[config.mk]
export PLATFORM = sky130hd
export DESIGN_NAME = shift_reg_serializer_ctrl
export DESIGN_NICKNAME = d
export VERILOG_FILES = /design/src/rtl/shift_reg_pkg.sv /design/src/rtl/shift_reg_serializer_ctrl_bit_period_counter.sv /design/src/rtl/shift_reg_serializer_ctrl.sv
export SDC_FILE = /design/constraint.sdc
export NUM_CORES = 1
export LEC_CHECK = 0
export ABC_AREA = 1
export BUFFER_PORTS_ARGS = -buffer_cell sky130_fd_sc_hd__buf_2
export CAP_MARGIN = 20
export CORE_MARGIN = 8
export CORE_UTILIZATION = 42
export DETAILED_ROUTE_END_ITERATION = 8
export HOLD_SLACK_MARGIN = 0.06
export PLACE_DENSITY = 0.77
export SYNTH_ARGS = -nofsm -noshare
export SYNTH_HDL_FRONTEND = slang
export SYNTH_SLANG_ARGS = --single-unit
[constraint.sdc]
create_clock -name clk -period 1.7 [get_ports clk]
set_input_delay 0.17 -clock clk [delete_from_list [all_inputs] [get_ports clk]]
set_output_delay 0.17 -clock clk [all_outputs]
set_load 0.01 [all_outputs]
[src/rtl/shift_reg_pkg.sv]
// Shared definitions for the shift-register serializer controller.
//  - state_e : controller FSM encoding (IDLE, BIT, PAR, DONE)
//  - SR_LOAD / SR_SHIFT  : values for the register's load_enable input
//  - DIR_LEFT / DIR_RIGHT: values for the register's shift_left_right input
//  - DEFAULT_WIDTH       : default data word width
package shift_reg_pkg;

  typedef enum logic [1:0] {
    IDLE = 2'd0,
    BIT  = 2'd1,
    PAR  = 2'd2,
    DONE = 2'd3
  } state_e;

  localparam logic SR_LOAD   = 1'b0;
  localparam logic SR_SHIFT  = 1'b1;
  localparam logic DIR_LEFT  = 1'b0;
  localparam logic DIR_RIGHT = 1'b1;

  localparam int DEFAULT_WIDTH = 8;

endpackage

[src/rtl/shift_reg_serializer_ctrl_bit_period_counter.sv]
// bit_period_counter: counts 0..CLKS_PER_BIT-1 while enabled and wraps to 0.
// Held at 0 while disabled, so every bit period starts from a clean count.
// Ports:
//  clk      in  rising-edge clock
//  reset_n  in  asynchronous active-low reset
//  enable   in  count while high, clear to 0 while low
//  last     out high when the count equals CLKS_PER_BIT-1
module bit_period_counter #(
  parameter int CLKS_PER_BIT = 4
) (
  input  logic clk,
  input  logic reset_n,
  input  logic enable,
  output logic last
);

  localparam int CW = (CLKS_PER_BIT > 1) ? $clog2(CLKS_PER_BIT) : 1;
  localparam logic [CW-1:0] LAST_CNT = CW'(CLKS_PER_BIT - 1);

  logic [CW-1:0] cnt_q, cnt_d;

  // With CLKS_PER_BIT=1 the count is permanently 0, so last is always high.
  assign last = (cnt_q == LAST_CNT);

  // NOTE: every combinational output gets a default before any branch, so no latch is inferred.
  always_comb begin
    cnt_d = cnt_q;
    if (!enable)   cnt_d = '0;
    else if (last) cnt_d = '0;
    else           cnt_d = cnt_q + 1'b1;
  end

  // NOTE: state registers use non-blocking assignments so all flops update from pre-edge values.
  always_ff @(posedge clk or negedge reset_n) begin
    if (!reset_n) cnt_q <= '0;
    else          cnt_q <= cnt_d;
  end

endmodule

[src/rtl/shift_reg_serializer_ctrl.sv]
// shift_reg_serializer_ctrl: upstream controller for an external load/shift register.
// Accepts a parallel word on a valid/ready handshake, loads it into the register, then
// shifts it out one bit per CLKS_PER_BIT clocks, presenting the bit read back from q.
// The register has no hold mode, so whenever no load or shift is wanted the controller
// drives load with sr_data=sr_q (recirculate).
// Optional feature: define SERIALIZER_PARITY_EN to append an even-parity bit (PAR state).
// Ports:
//  clk, reset_n          clock and asynchronous active-low reset (shared with the register)
//  in_data/in_valid      parallel word and its valid; in_ready high only in IDLE
//  lsb_first             0 = MSB-first (left shift), 1 = LSB-first (right shift), sampled at accept
//  sr_q                  register output, read back
//  sr_data               register parallel input I
//  sr_load_enable        0 = load, 1 = shift
//  sr_shift_dir          0 = left, 1 = right
//  serial_out            current serial bit, 1 when idle
//  serial_valid          serial_out carries a data or parity bit
//  done                  one-cycle pulse after the last bit period
module shift_reg_serializer_ctrl
  import shift_reg_pkg::*;
#(
  parameter int WIDTH        = DEFAULT_WIDTH,
  parameter int CLKS_PER_BIT = 4
) (
  input  logic             clk,
  input  logic             reset_n,
  input  logic [WIDTH-1:0] in_data,
  input  logic             in_valid,
  output logic             in_ready,
  input  logic             lsb_first,
  input  logic [WIDTH-1:0] sr_q,
  output logic [WIDTH-1:0] sr_data,
  output logic             sr_load_enable,
  output logic             sr_shift_dir,
  output logic             serial_out,
  output logic             serial_valid,
  output logic             done
);

  localparam int BCW = $clog2(WIDTH + 1);
  localparam logic [BCW-1:0] LAST_BIT = BCW'(WIDTH - 1);

  state_e         state_q, state_d;
  logic           dir_q, dir_d;
  logic [BCW-1:0] bit_cnt_q, bit_cnt_d;
  logic           period_last;
  logic           period_en;
`ifdef SERIALIZER_PARITY_EN
  logic           parity_q, parity_d;
`endif

  assign period_en    = (state_q == BIT) || (state_q == PAR);
  assign sr_shift_dir = dir_q;

  bit_period_counter #(
    .CLKS_PER_BIT(CLKS_PER_BIT)
  ) u_period (
    .clk    (clk),
    .reset_n(reset_n),
    .enable (period_en),
    .last   (period_last)
  );

  always_comb begin
    state_d        = state_q;
    dir_d          = dir_q;
    bit_cnt_d      = bit_cnt_q;
`ifdef SERIALIZER_PARITY_EN
    parity_d       = parity_q;
`endif
    in_ready       = 1'b0;
    sr_data        = sr_q;
    sr_load_enable = SR_LOAD;
    serial_out     = 1'b1;
    serial_valid   = 1'b0;
    done           = 1'b0;

    case (state_q)
      IDLE: begin
        in_ready = 1'b1;
        if (in_valid) begin
          sr_data   = in_data;
          dir_d     = lsb_first;
          bit_cnt_d = '0;
`ifdef SERIALIZER_PARITY_EN
          parity_d  = ^in_data;
`endif
          state_d   = BIT;
        end
      end

      BIT: begin
        serial_valid = 1'b1;
        // The outgoing bit is the one at the end the register shifts away from.
        serial_out   = (dir_q == DIR_RIGHT) ? sr_q[0] : sr_q[WIDTH-1];
        if (period_last) begin
          sr_load_enable = SR_SHIFT;
          if (bit_cnt_q == LAST_BIT) begin
            bit_cnt_d = '0;
`ifdef SERIALIZER_PARITY_EN
            state_d   = PAR;
`else
            state_d   = DONE;
`endif
          end else begin
            bit_cnt_d = bit_cnt_q + 1'b1;
          end
        end
      end

`ifdef SERIALIZER_PARITY_EN
      PAR: begin
        serial_valid = 1'b1;
        serial_out   = parity_q;
        if (period_last) state_d = DONE;
      end
`endif

      DONE: begin
        done    = 1'b1;
        state_d = IDLE;
      end

      default: state_d = IDLE;
    endcase
  end

  always_ff @(posedge clk or negedge reset_n) begin
    if (!reset_n) begin
      state_q   <= IDLE;
      dir_q     <= DIR_LEFT;
      bit_cnt_q <= '0;
`ifdef SERIALIZER_PARITY_EN
      parity_q  <= 1'b0;
`endif
    end else begin
      state_q   <= state_d;
      dir_q     <= dir_d;
      bit_cnt_q <= bit_cnt_d;
`ifdef SERIALIZER_PARITY_EN
      parity_q  <= parity_d;
`endif
    end
  end

endmodule

# After elaboration in Yosys (flattened, before gate mapping)
# Index checks and enable logic that the tools add are counted.
[totals]
register_bits = 9
[op_classes]
add_sub_neg = 2
eq_ne = 8
n_mux = 19
n_reduce_logical = 6
[op_table]
columns = ["cell", "count"]
rows = [
  ["$mux 8", 2],
  ["$mux 4", 3],
  ["$mux 2", 5],
  ["$pmux 4 s2", 1],
  ["$mux 1", 7],
  ["$eq 2x2->1 const B", 3],
  ["$reduce_and 3->1", 2],
  ["$add 4x1->4 const B", 1],
  ["$eq 4x3->1 const B", 1],
  ["$ne 2x2->1 const B", 2],
  ["$pmux 2 s2", 1],
  ["$add 2x1->2 const B", 1],
  ["$eq 2x1->1 const B", 1],
  ["$logic_not 2->1", 1],
  ["$ne 2x1->1 const B", 1],
  ["$reduce_and 2->1", 1],
  ["$reduce_bool 2->1", 1],
  ["$logic_or 1x1->1", 1],
]

# Logic depth before layout (Yosys ltp)
[logic_depth]
word_depth = 4
depth_mapped = 9
ltp_nobuf = 9

# Hierarchy
# Synthesis repeated with hierarchy kept, for this count alone.
[unflattened]
hier_cells = 78
area_unflattened_um2 = 630.6
[modules_own_cells]
columns = ["module", "n_inst", "cells_per_inst", "area_per_inst_um2", "seq_area_each_um2"]
rows = [
  ["shift_reg_serializer_ctrl", 1, 70, 546.8, 175.2],
  ["bit_period_counter", 1, 8, 83.8, 50.0],
]

# Worst setup path before layout
# Ideal clock, no wire load.
[synth_path]
kind = "reg2out"
start = "reg state_q[0]"
end = "out sr_data[0]"
arrival_time_ps = 1239
t_required_ps = 1530
path_slack_ps = 291
path_stages_with_launch = 5
n_path_buf = 0
cell_sequence = "dfrtp_1 inv_1 ha_1 nand2_4 mux2_2"
[synth_between]
elab_chain_cells = 2
[synth_lines]
columns = ["element", "line", "rtl"]
rows = [
  ["from (decl)", "shift_reg_serializer_ctrl.sv:42", "state_e state_q, state_d;"],
  ["from (signal assigned)", "shift_reg_serializer_ctrl.sv:136", "state_q <= state_d;"],
  ["$logic_not 2->1", "shift_reg_serializer_ctrl.sv:77", "case (state_q)"],
  ["$mux 8", "shift_reg_serializer_ctrl.sv:77", ""],
  ["to (decl)", "shift_reg_serializer_ctrl.sv:31", "output logic [WIDTH-1:0] sr_data,"],
]
# Every way passes these cells.

# Final worst setup path
[layout_path]
start = "reg state_q[1]"
end = "out sr_data[6]"
# Same word-level chain as after synthesis.

==> impl_metrics.ini <==
[run_status]
status = completed

[synthesis]
yosysWarningCount = 0
yosysTopAreaCell = dfrtp_1
synth.top_cell.area_share = 0.358
ys_types = 16
synth_top_flop_cell = dfrtp_1
synth_fp_nets = 102
synth.top_cells.by_area = dfrtp_1 (36%), mux2_2 (14%), nand2_1 (13%)
synthCells = 76
ys_seq_area_frac = 0.358
async_flop_share = 1.00
synth_common_cells = nand2_1 (22), inv_1 (10), dfrtp_1 (9)
syn_avg_cell_area_um2 = 8.28
synth_area_um2 = 629
post-synth-top-count-cell = nand2_1
synth_edf_count = 0
synth_seq_cells = 9

[die]
fp.coreArea_um2 = 1450
ios = 34
die_h_um = 54.7
rows = 14
initial_core_util = 0.433
dieArea_um2 = 2990
fp.dieW_um = 54.7

[clocking]
cts.sinks = 9
root_buffer = clkbuf_4
clk_pin_slew_ns = 0.06
cts_buffer_depth = 2
worstSkewPairLatency_ns = 0.26
cts_buffers = 3
cts_htree_levels = 1
cts_tree = built

[global_routing]
grt-busiest-layer = met2
antenna_found_initial = 0
grt_max_degree = 10
grt_pass1_wl_um = 2400
grt.met1_usage = 0.123
grt_overflow = 0
met3_usage = 0.0353
grt_pass1_vias = 614
grt_use_total = 0.106
grt_use_met2 = 0.183

[drt]
post_drt_via_cell_ratio = 4.87
dr_total_vias = 648
drt_first_iter_violations = 11
route.detailed.drc = 0
dr.pass1.iters = 4
ant_nets = 0
wire_per_inst_um = 11.7
drt_wl_total_um = 1550

[setup_path]
path_class = reg -> out
crit_path_end_kind = output port
critPathMaxFanout = 6
cp_data_required_time_ns = 1.53
critPathArrivalTime_ns = 1.48
crit_path_start_kind = flop

[pwr]
p_per_area_nw_per_um2 = 1460
p_switching_uw = 558
seq_power_share = 0.265
peakVddDrop_v = 0.000910
power.leakage_nw = 0.511
p_int_uw = 737
switching_share = 0.431
p_clk_frac = 0.126
comb_power_share = 0.609

[flow_run]
maxCapViolCount = 0

[timing]
rsz0062_at_grt = false
setup_viol = 0
hold_viol_final = 0
post-route-period-util = 0.971
max-slew-margin-rel = 0.824
finalCriticalPeriod_ns = 1.65
tightest_slew_ns = 0.264
setup_tns_ns = 0
drv_slew = 0
fmax_mhz = 606
clock_skew_ns = 0.00702

[min_path]
hold_path.class = in -> reg

[place]
dp_cells = 125
place_area_um2 = 815
routabilityCongestion = 0.842
io_buffers = 33
dp_hpwl_um = 1300

[final_layout]
fillers = 141
diodes = 0
final_nets = 144
area_growth_syn_to_layout_pct = 41.4
layout-drive-gt1-share = 0.470
design_area_um2 = 890
finalNonFillerCells = 133
-- layout make-up --
cell class	count	area (µm²)	area share
clock inverters	1	5.00	0.00563
flip-flops and latches	9	225	0.253
well taps	16	20.0	0.0225
inverters	10	37.5	0.0422
multi-input cells	58	389	0.437
repair buffers	36	190	0.214
clock buffers	3	22.5	0.0253
-- power groups by stage --
stage	sequential, mW	combinational [mW]	clock [mW]
final	0.343	0.789	0.163
after global routing	0.353	0.905	0.177
after CTS	0.341	0.794	0.166
after detailed placement	0.356	0.702	0
after global placement	0.349	0.686	0
after floorplan	0.350	0.494	0
-- what timing repair did --
item / CTS / global route
setup endpoints to repair: 7 / 9
hold buffers: 1 / 0
gates cloned: 1 / 0
buffers inserted: 2 / 0
pin swaps: 1 / 0
endpoints found under the hold margin: 9 / 0
resized for setup: 2 / 2
-- cell families after synthesis --
group                      share of synthesized area
buffers and inverters                         0.0596
adders and majority gates                      0.119
AOI/OAI and AO/OA                             0.0557
muxes                                          0.143
DFF                                            0.358
and+or+nand+nor                                0.264
-- through the flow --
stage | utilization | hold slack (ns) | power, mW | setup slack (ns)
CTS | 0.609 | 0.140 | 1.30 | 0.0181
detailed placement | 0.560 | 0.0292 | 1.06 | 0.126
global placement | 0.560 | 0.0304 | 1.03 | 0.186
finish | 0.612 | 0.138 | 1.29 | 0.0492
global route | 0.612 | 0.136 | 1.43 | 0.00514
floorplan | - | -0.126 | 0.843 | 0.291
-- worst paths after layout --
check,to,start,depth (start not counted),slack [ns]
max in group asynchronous,state_q[0]$_DFFE_PN0P_,reset_n,2,1.24
worst max-delay path,sr_data[6],state_q[1]$_DFFE_PN0P_,5,0.05
worst max register to register,state_q[0]$_DFFE_PN0P_,state_q[0]$_DFFE_PN0P_,5,0.33
min in group asynchronous,bit_cnt_q[1]$_DFFE_PN0P_,reset_n,2,0.28
worst min register to register,u_period.cnt_q[0]$_DFF_PN0_,u_period.cnt_q[0]$_DFF_PN0_,1,0.44
worst min-delay path,sr_shift_dir$_DFFE_PN0P_,lsb_first,2,0.14
-- cell usage in the layout (no fill, tap or decap), types with 2 or more instances in the layout --
cell type,instances
buf_4,2
mux2_2,8
nand2_2,2
nand3_1,5
nand2_1,22
inv_1,9
ha_1,5
o21ai_0,4
buf_2,33
or2_2,2
clkbuf_4,3
dfrtp_1,9
nor2_1,2
-- sequential cells by signal (all words and copies together), names as in the netlist --
name,cells
bit_cnt_q,4
state_q,2
u_period.cnt_q,2
sr_shift_dir,1
-- metal layers --
| metal | share of wire | vias up |
|---|---|---|
| met5 | 0 | - |
| met4 | 0.0064 | 0 |
| met3 | 0.080 | 2 |
| met2 | 0.54 | 14 |
| met1 | 0.37 | 304 |
| li1 | - | 328 |
-- worst max-delay path: stages (launching register included) --
cell and delay (ns):
dfrtp_1 0.38, inv_2 0.07, ha_4 0.18, nand2_4 0.09
mux2_2 0.35, buf_2 0.15
Note: power is estimated with default switching activity, not from simulation.
